**config.mk**
```make
export PLATFORM = sky130hd
export DESIGN_NAME = adder_bist
export DESIGN_NICKNAME = d
export VERILOG_FILES = /design/src/rtl/adder_bist.sv
export SDC_FILE = /design/constraint.sdc
export NUM_CORES = 1
export LEC_CHECK = 0
export BUFFER_PORTS_ARGS = -buffer_cell sky130_fd_sc_hd__buf_2
export CAP_MARGIN = 10
export CELL_PAD_IN_SITES_DETAIL_PLACEMENT = 1
export CELL_PAD_IN_SITES_GLOBAL_PLACEMENT = 2
export CORE_ASPECT_RATIO = 1.5
export CORE_UTILIZATION = 34
export DETAILED_ROUTE_END_ITERATION = 7
export GPL_ROUTABILITY_DRIVEN = 1
export HOLD_SLACK_MARGIN = 0.06
export PLACE_DENSITY_LB_ADDON = 0.1
export SKIP_CTS_REPAIR_TIMING = 1
export SYNTH_ARGS = -nofsm -noshare
export SYNTH_HDL_FRONTEND = slang
export SYNTH_SLANG_ARGS = --single-unit
```
**constraint.sdc**
```tcl
create_clock -name clk -period 5.4 [get_ports clk]
set_input_delay 1.08 -clock clk [delete_from_list [all_inputs] [get_ports clk]]
set_output_delay 1.08 -clock clk [all_outputs]
set_load 0.005 [all_outputs]
```
**src/rtl/adder_bist.sv**
```systemverilog
// Built-in self-test controller for WIDTH-bit combinational adders: drives corner
// and LFSR vectors, checks {cout,s} against a golden sum, reports error stats.
module adder_bist #(
  parameter int          WIDTH       = 32,
  parameter int          NUM_VECTORS = 256,
  parameter logic [31:0] SEED        = 32'hACE1_1234
) (
  input  logic             clk,
  input  logic             rst_n,
  input  logic             start,
  output logic             busy,
  output logic             done,
  output logic             pass,
  output logic [15:0]      err_count,
  output logic [15:0]      vec_count,
  output logic [15:0]      fail_index,
  output logic [WIDTH-1:0] dut_a,
  output logic [WIDTH-1:0] dut_b,
  output logic             dut_cin,
  input  logic [WIDTH-1:0] dut_s,
  input  logic             dut_cout
);

  typedef enum logic [1:0] {IDLE, RUN, DONE} state_e;

  localparam logic [31:0] TAPS     = 32'h8020_0003;
  localparam logic [31:0] SEED_EFF = (SEED == 32'd0) ? 32'd1 : SEED;
  localparam logic [15:0] LAST_IDX = 16'(NUM_VECTORS - 1);
  localparam logic [15:0] NO_FAIL  = 16'hFFFF;

  // Alternating pattern with the MSB set; its complement forms the other operand.
  function automatic logic [WIDTH-1:0] alt_pat();
    logic [WIDTH-1:0] r;
    for (int i = 0; i < WIDTH; i++) r[i] = (((WIDTH - 1 - i) % 2) == 0);
    return r;
  endfunction
  localparam logic [WIDTH-1:0] ALT = alt_pat();

  function automatic logic [31:0] lfsr_step(input logic [31:0] q);
    return q[0] ? ((q >> 1) ^ TAPS) : (q >> 1);
  endfunction

  state_e           state_q, state_d;
  logic             busy_q, busy_d, done_q, done_d;
  logic [15:0]      err_count_q, err_count_d;
  logic [15:0]      vec_count_q, vec_count_d;
  logic [15:0]      fail_index_q, fail_index_d;
  logic [WIDTH-1:0] dut_a_q, dut_a_d, dut_b_q, dut_b_d;
  logic             dut_cin_q, dut_cin_d;
  logic [31:0]      lfsr_q, lfsr_d;

  logic [15:0]      sel_idx;
  logic [WIDTH-1:0] va, vb;
  logic             vc;
  logic [31:0]      swap;
  logic [WIDTH:0]   golden;
  logic             mismatch;

  assign golden   = {1'b0, dut_a_q} + {1'b0, dut_b_q} + {{WIDTH{1'b0}}, dut_cin_q};
  assign mismatch = ({dut_cout, dut_s} != golden);
  assign swap     = {lfsr_q[15:0], lfsr_q[31:16]};

  // Vector generator: corners by index, then the LFSR state held for the next random vector.
  always_comb begin
    va = '0;
    vb = '0;
    vc = 1'b0;
    case (sel_idx)
      16'd0: begin va = '0;           vb = '0;           vc = 1'b0; end
      16'd1: begin va = WIDTH'(1);    vb = WIDTH'(1);    vc = 1'b0; end
      16'd2: begin va = '1;           vb = WIDTH'(1);    vc = 1'b0; end
      16'd3: begin va = ALT;          vb = ~ALT;         vc = 1'b1; end
      16'd4: begin va = '1;           vb = '1;           vc = 1'b1; end
      default: begin
        va = lfsr_q[WIDTH-1:0];
        vb = swap[WIDTH-1:0];
        vc = lfsr_q[31];
      end
    endcase
  end

  always_comb begin
    state_d      = state_q;
    err_count_d  = err_count_q;
    vec_count_d  = vec_count_q;
    fail_index_d = fail_index_q;
    dut_a_d      = dut_a_q;
    dut_b_d      = dut_b_q;
    dut_cin_d    = dut_cin_q;
    lfsr_d       = lfsr_q;
    sel_idx      = vec_count_q + 16'd1;
    case (state_q)
      IDLE, DONE: begin
        if (start) begin
          state_d      = RUN;
          sel_idx      = 16'd0;
          dut_a_d      = va;
          dut_b_d      = vb;
          dut_cin_d    = vc;
          lfsr_d       = SEED_EFF;
          err_count_d  = '0;
          vec_count_d  = '0;
          fail_index_d = NO_FAIL;
        end
      end
      RUN: begin
        vec_count_d = vec_count_q + 16'd1;
        if (mismatch) begin
          if (err_count_q != 16'hFFFF) err_count_d = err_count_q + 16'd1;
          if (err_count_q == 16'd0)    fail_index_d = vec_count_q;
        end
        if (vec_count_q == LAST_IDX) begin
          state_d = DONE;
        end else begin
          dut_a_d   = va;
          dut_b_d   = vb;
          dut_cin_d = vc;
          if (sel_idx >= 16'd5) lfsr_d = lfsr_step(lfsr_q);
        end
      end
      default: state_d = IDLE;
    endcase
    busy_d = (state_d == RUN);
    done_d = (state_d == DONE);
  end

  always_ff @(posedge clk or negedge rst_n) begin
    if (!rst_n) begin
      state_q      <= IDLE;
      busy_q       <= 1'b0;
      done_q       <= 1'b0;
      err_count_q  <= '0;
      vec_count_q  <= '0;
      fail_index_q <= NO_FAIL;
      dut_a_q      <= '0;
      dut_b_q      <= '0;
      dut_cin_q    <= 1'b0;
      lfsr_q       <= SEED_EFF;
    end else begin
      state_q      <= state_d;
      busy_q       <= busy_d;
      done_q       <= done_d;
      err_count_q  <= err_count_d;
      vec_count_q  <= vec_count_d;
      fail_index_q <= fail_index_d;
      dut_a_q      <= dut_a_d;
      dut_b_q      <= dut_b_d;
      dut_cin_q    <= dut_cin_d;
      lfsr_q       <= lfsr_d;
    end
  end

  assign busy       = busy_q;
  assign done       = done_q;
  assign pass       = done_q && (err_count_q == 16'd0);
  assign err_count  = err_count_q;
  assign vec_count  = vec_count_q;
  assign fail_index = fail_index_q;
  assign dut_a      = dut_a_q;
  assign dut_b      = dut_b_q;
  assign dut_cin    = dut_cin_q;

endmodule

```
Yosys cells after proc, flatten, opt, wreduce, memory -nomap -nowiden

Index checks and enable logic that the tools add are counted.

Register bits after elaboration: 149
Output and inout port bits: 116
Word-level logic and storage cells: 79
Input port bits: 36

Bitwise gates (word level): 1
Equality and inequality tests: 17
Add/subtract/negate cells: 4
Reductions and logical operators: 15
Muxes and demuxes: 31
Magnitude comparators: 1

Operators by type and width:

| operator              | count |
|---|---|
| $mux 32               | 8 |
| $pmux 32 s4           | 2 |
| $pmux 32 s2           | 3 |
| $mux 16               | 8 |
| $pmux 16 s2           | 3 |
| $add 32x32->33        | 1 |
| $add 33x1->33         | 1 |
| $ne 33x33->1          | 1 |
| $add 16x1->16 const B | 2 |
| $eq 16x2->1 const B   | 2 |
| $logic_not 16->1      | 2 |
| $eq 16x1->1 const B   | 1 |
| $eq 16x3->1 const B   | 1 |
| $eq 16x8->1 const B   | 1 |
| $ge 16x3->1 const B   | 1 |
| $ne 16x16->1 const B  | 1 |
| $ne 2x2->1 const B    | 6 |
| $reduce_and 4->1      | 3 |
| $reduce_or 2->1       | 4 |
| $eq 2x1->1 const B    | 2 |
| $eq 2x2->1 const B    | 2 |
| $mux 2                | 2 |
| $not 3->4             | 1 |
| $pmux 1 s2            | 2 |
| 8 further kinds       | 9 |

Logic depth before layout (Yosys ltp)

Gate-level depths: netlist of the first run.

Depth after elaboration: 8
Mapped depth: 13
Gate-level depth less buffers: 12

Worst setup path after synthesis of the first run

OpenSTA, ideal clock, no wires.

Kind: reg2reg
Start point: register dut_a_q[0], in the netlist dut_a[0]
End point: register err_count_q[1], in the netlist err_count[1]
Path slack: 1.592 ns
Stages on the path, launching flop included: 14
Period minus slack after synthesis: 3.808 ns
Required time: 5.265 ns
Buffers on the path: 1
Data arrival time: 3.673 ns
Setup time: 0.135 ns
Cells stage by stage: dfrtp_1 fa_1 fa_1 a211oi_1 o211a_1 a21oi_1 a22o_1 nor4b_2 nand4_1 or4_4 nor3_4 and2_4 buf_4 o31ai_1

Cells in the longest elaborated chain, start to end: 5

RTL lines:

| element                    | RTL line | RTL |
|---|---|---|
| start: declaration         | 48       | `logic [WIDTH-1:0] dut_a_q, dut_a_d, dut_b_q, dut_b_d;` |
| start signal: assignment   | 146      | `dut_a_q <= dut_a_d;` |
| $add 32x32->33             | 59       | `assign golden = {1'b0, dut_a_q} + {1'b0, dut_b_q} + {{WIDTH{1'b0}}, dut_cin_q};` |
| $add 33x1->33              | 59       |  |
| $ne 33x33->1               | 60       | `assign mismatch = ({dut_cout, dut_s} != golden);` |
| $ne 2x2->1 (no line)       | -        |  |
| $reduce_and 4->1 (no line) | -        |  |
| end signal: assignment     | 143      | `err_count_q <= err_count_d;` |
| end: declaration           | 45       | `logic [15:0] err_count_q, err_count_d;` |

No other way between the ends.
A chain may end at the register's enable or synchronous reset.

Final worst setup path of the first run

Start point: register dut_a_q[0], in the netlist dut_a[0]
End point: register err_count_q[6], in the netlist err_count[6]

Same word-level chain as after synthesis.

==> results.md, run 1 <==
* Max cap viols at 0
* Post-Place Worst Slack at 0.736 ns
* Routed wire per std cell at roughly 24 um
* Ant diodes at 0
* Post-synth EDFFs at 0
* Die area at about 29,000 um^2
* CTS tree: done
* Crit path max fanout at 14
* Synthesized flop and latch total at 149
* Final hold violation count at 0
* Reg2reg start: dut_a[0]
* Syn_nets at about 1,200
* Dpl cell area at ~11,000 um^2
* Worst Setup End Kind: flip-flop
* Worst Hold Slack at ~0.47 ns
* Final WS setup at 0.749 ns
* Kind of critical path: reg -> reg
* Std cell rows at 74
* Final-layout fill cell count at 3,345
* Reg2Reg Setup Slack at ~0.75 ns
* Antenna-violating nets left at 0
* Max Root-Sink Buffers at 2
* Status: complete, but fails checks
* Reg2Reg Depth at 12
* Worst hold start: fail_index[14]
* Worst EP arrival at just under 5 ns
* Root buffer cell: clkbuf_16
* Vias in the first global route at around 10,000
* Startpoint Class: flip-flop
* Area delta synth->final at 18.1%
* Unique masters post-synth at 82
* DR DRC count at 8
* RSZ-0062 raised after global routing: no
* Worst slew pin tran at roughly 1.0 ns
* First-pass GRT wire length at roughly 61,000 um
* Hold Path Stages at 2
* Seq/Total Area, Yosys at between 30% and 40%
* Initial core utilization at 34.9%
* Violation count after the first detailed-route iteration at about 430
* Most frequent cells in the layout: nand2_1, nor2_1, buf_2, dfrtp_1, a21oi_1
* Fin util at between 40% and 50%
* Maximum vdd drop at 0.000275 V
* Initial antenna violation count at 0
* IO buf count at 151
* CTS H-tree lvls at 4
* Clk_skew at between 0.01 and 0.015 ns
* Post-Synthesis Cells at around 1,200
* Routability cong. at ~1.0
* Layout cells sized above 1 at between 20% and 30%
* Hpwl dp at between 30,000 and 40,000 um
* Max Slew Vio Count at 0
* Net count, final at about 1,400
* Tot Pwr at ~8.9 mW
* Via count at 9,355
* Synth top area share at a little under a third
* Yosys top cell by area: dfrtp_1
* Async SR Flop Fraction at 100%
* Routed WL at 39,600 um
* Die width at around 140 um
* Commonest non-fill, non-tap cell in the layout: nand2_1
* Minimum clock period at about 4.7 ns
* Leak pwr at around 5.2 nW
* Largest net degree at the start of global routing at 73
* Worst-Skew Late Latency at roughly 0.44 ns
* Worst-path clk slew at approximately 0.06 ns
* Fin area at between 10,000 and 15,000 um^2
* Final Cycle Share at between 80% and 90%
* Most common flop cell mapped by yosys: dfrtp_1
* Max_slew headroom at between 30% and 40%
* Total congestion overflow at 0
* Placed Cells at 1,611
* Die height at 207 um
* Worst flop-to-flop path endpoint: err_count[6]
* Total CTS buffers at 17
* Fmax at 215 MHz
* TritonRoute pass-1 iters at 6
* Final std cells w/o fill at ~1,600
* Post-Syn Area per Cell at 8.27 um^2
* CP Data Required Time at between 5 and 6 ns
* Failing checks: DRC
* Crit. Startpoint: dut_a[0]
* Crit path to: err_count[6]
* Post-synthesis instance area at approximately 9600 um^2
* I/O pin total at 152
* Hold WC Path Type: reg -> reg
* YS warnings at 0
* Top post-synthesis cells by area: dfrtp_1, dfstp_2, nand2_1, nor2_1, a21oi_1
* Via density at between 5 and 6
* CTS sink cnt at around 150
* Total Routing Usage GR at 28.2%
* Final setup TNS at 0 ns
* Power Density at 785 nW/um^2
* Setup violators final at 0
* Core Box Area at 27,400 um^2
## metal layers
layer  track usage (%)  vias to the layer above  part of all wire, %
met4              16.9                        0                  5.9
li1                  -                     4371                    -
met2              52.1                      225                   53
met3              4.24                      105                  3.1
met1              30.0                     4654                   38
met5                 0                        -                    0
## synth_stat cells, drive strengths merged (13+ instances only)
library cell  instances
a21oi               109
nand2               182
nor3                 17
a31oi                25
dfrtp               120
xor2                 23
nand4                24
ha                   35
inv                  29
nand3                36
nor4                 13
buf                  21
xnor2                32
dfstp                29
o21ai                90
nor2                152
clkbuf               39
## flip-flops by register name (all words and copies together), names as in the netlist, 2 cells and up
name        count
fail_index     16
dut_b          32
lfsr_q         32
err_count      16
dut_a          32
vec_count      16
state_q         2
## worst min path at each step
stage	to
final	fail_index[14]
after global routing	fail_index[14]
after CTS	fail_index[3]
after detailed placement	fail_index[3]
after global placement	fail_index[11]
after floorplan	fail_index[10]
## critical path, cell delays in order, from the launching register on
cell,delay [ns]
dfrtp_1,0.41
fa_1,0.47
fa_1,0.46
a211oi_1,0.41
nor2_1,0.11
xnor2_1,0.37
nand3_1,0.12
a2111oi_0,0.46
nand4_1,0.22
or4_4,0.62
nor3_4,0.40
and2_4,0.34
o41ai_1,0.10
## power by group
part           switching [mW]  leakage (nW)  internal (mW)
clock                   0.472         0.303          0.808
combinational            3.43          3.08           1.91
sequential              0.572          1.83           1.67
## logic make-up (layout without fill, tap and decap cells)
group                    count (synthesis)  in the layout  synth area share (%)
AO/OA/AOI/OAI                          322            322                  20.8
XOR/XNOR                                55             55                  5.19
adder cells (fa/ha/maj)                 37             37                  5.00
buffers and inverters                   89            234                  4.04
flip-flops                             149            149                  39.4
multiplexers                            24             24                  2.75
AND/OR/NAND/NOR                        480            480                  22.8
## cell type report
class	count	area (um^2)	area share [%]
inverter	29	109	0.964
multi-input combinational	918	5430	48.1
tap	342	428	3.79
clock inverter	9	150	1.33
timing repair buffer	173	927	8.21
clock buffer	23	478	4.23
sequential	149	3760	33.3
No activity file was read; power rests on OpenSTA's default activity.
==> run 2: changes to the inputs <==
--- a/config.mk
+++ b/config.mk
@@ -10,7 +10,7 @@
 export CELL_PAD_IN_SITES_DETAIL_PLACEMENT = 1
 export CELL_PAD_IN_SITES_GLOBAL_PLACEMENT = 2
 export CORE_ASPECT_RATIO = 1.5
-export CORE_UTILIZATION = 34
+export CORE_UTILIZATION = 37
 export DETAILED_ROUTE_END_ITERATION = 7
 export GPL_ROUTABILITY_DRIVEN = 1
 export HOLD_SLACK_MARGIN = 0.06
==> constraint.sdc (replaced) <==
create_clock -name clk -period 5.8 [get_ports clk]
set_input_delay 1.16 -clock clk [delete_from_list [all_inputs] [get_ports clk]]
set_output_delay 1.16 -clock clk [all_outputs]
set_load 0.005 [all_outputs]
==> run 2 against run 1 <==
  * The run now ends clean
  * Cell area decreased by 0.42%
  * Sequential cell count unchanged
  * Combinational power decreased by 8.1%
  * Critical path type unchanged
  * Largest power group unchanged
==> results.md, run 2 (synthesis gave the netlist of run 1 again) <==
* Layout cells sized above 1 at 20.6% (was 20.4%)
* CTS H-tree lvls at 4 (unchanged)
* Routed wire per std cell at 24.0 um (was 24.1 um)
* I/O pin total at 152 (unchanged)
* Die width at 133 um (was 139 um)
* Fmax at 215 MHz (about the same)
* Largest net degree at the start of global routing at 67 (was 73)
* Vias in the first global route at 9,660 (was 10,020)
* Initial antenna violation count at 0 (unchanged)
* CTS sink cnt at 149 (unchanged)
* Root buffer cell: clkbuf_16 (unchanged)
* Net count, final at 1,359 (was 1,361)
* Startpoint Class: flip-flop (unchanged)
* Antenna-violating nets left at 0 (unchanged)
* Power Density at 730 nW/um^2 (was 785 nW/um^2)
* Ant diodes at 0 (unchanged)
* Setup violators final at 0 (unchanged)
* Status: finished clean (was complete, but fails checks)
* Hold WC Path Type: reg -> reg (unchanged)
* Via count at 9,236 (was 9,355)
* Crit path max fanout at 19 (was 14)
* DR DRC count at 0 (was 8)
* Total CTS buffers at 17 (unchanged)
* Max cap viols at 0 (unchanged)
* Std cell rows at 71 (was 74)
* Routability cong. at 1.02 (was 1.00)
* Kind of critical path: reg -> reg (unchanged)
* IO buf count at 151 (unchanged)
* Final std cells w/o fill at 1,627 (was 1,643)
* Final hold violation count at 0 (unchanged)
* Commonest non-fill, non-tap cell in the layout: nand2_1 (unchanged)
* Most frequent cells in the layout: nand2_1, nor2_1, buf_2, dfrtp_1, a21oi_1 (unchanged)
* Final WS setup at 1.16 ns (was 0.749 ns)
* RSZ-0062 raised after global routing: no (unchanged)
* Worst Setup End Kind: flip-flop (unchanged)
* Worst Hold Slack at 0.474 ns (was 0.468 ns)
* Maximum vdd drop at 0.000292 V (was 0.000275 V)
* CP Data Required Time at 6.10 ns (was 5.69 ns)
* Max Root-Sink Buffers at 2 (unchanged)
* Routed WL at 39,100 um (was 39,600 um)
* Area delta synth->final at 17.6% (was 18.1%)
* Max Slew Vio Count at 0 (unchanged)
* Core Box Area at 25,200 um^2 (was 27,400 um^2)
* Worst-Skew Late Latency at 0.44 ns (about the same)
* Final Cycle Share at 80.0% (was 86.1%)
* Die height at 199 um (was 207 um)
* Max_slew headroom at 22.5% (was 30.0%)
* Die area at 26,500 um^2 (was 28,800 um^2)
* Hpwl dp at 30,400 um (was 30,700 um)
* Worst EP arrival at 4.94 ns (about the same)
* Via density at 5.68 (was 5.69)
* Clk_skew at 0.00882 ns (was 0.0111 ns)
* Leak pwr at 5.21 nW (was 5.22 nW)
* Total congestion overflow at 0 (unchanged)
* Post-Place Worst Slack at 1.14 ns (was 0.736 ns)
* Worst-path clk slew at 0.06 ns (about the same)
* Placed Cells at 1,595 (was 1,611)
* Initial core utilization at 37.9% (was 34.9%)
* TritonRoute pass-1 iters at 4 (was 6)
* Final setup TNS at 0 ns (unchanged)
* Total Routing Usage GR at 30.3% (was 28.2%)
* CTS tree: done (unchanged)
* Worst slew pin tran at 1.16 ns (was 1.05 ns)
* Violation count after the first detailed-route iteration at 341 (was 425)
* First-pass GRT wire length at 59,600 um (was 61,100 um)
* Minimum clock period at 4.64 ns (was 4.65 ns)
==> run 2: path summary, 6_finish.rpt <==
kind,from,to,slack [ns],depth (start not counted)
worst max-delay path,dut_a[0],err_count[6],1.16,13
worst min-delay path,fail_index[2],fail_index[2],0.47,2
worst max register to register,dut_a[0],err_count[6],1.16,13
worst min register to register,fail_index[2],fail_index[2],0.47,2
max in group asynchronous,rst_n,dut_a[3],4.00,2
min in group asynchronous,rst_n,err_count[8],0.60,1
==> run 2: final cells by class <==
cell class,count,area (um^2)
multi-input combinational,918,5430
sequential,149,3760
timing repair buffer,171,912
fill,3041,14000
clock buffer,17,425
tap,328,410
clock inverter,15,188
inverter,29,109
==> run 2: metal layers <==
layer	track usage, %	wire (um)
met1	32.6	14700
met2	57.3	21300
met3	4.10	1340
met4	15.2	1740
met5	0	0
==> run 2: worst max-delay path: stages (launching register included) <==
cell,delay [ns]
dfrtp_1,0.41
fa_1,0.46
fa_1,0.44
a211oi_1,0.36
nor2_1,0.13
xnor2_1,0.29
nand3_1,0.12
a2111oi_0,0.54
nand4_1,0.21
or4_4,0.61
nor3_4,0.24
buf_4,0.30
and2_4,0.31
o41ai_1,0.10
==> run 2: report_power, final <==
group | internal, mW | switching, mW | total, mW | leakage [nW]
combinational | 1.77 | 3.15 | 4.91 | 3.07
sequential | 1.55 | 0.560 | 2.11 | 1.83
clock | 0.715 | 0.463 | 1.18 | 0.302
total | 4.03 | 4.17 | 8.20 | 5.21
==> run 2: per-stage QoR <==
step | power, mW | cell area (um^2) | utilization (%)
final | 8.20 | 11200 | 44.6
after floorplan | 5.10 | 9560 | -
after detailed placement | 7.01 | 10600 | 42.1
after global placement | 6.99 | 10600 | 42.1
after global routing | 8.76 | 11200 | 44.6
after CTS | 8.22 | 11200 | 44.6
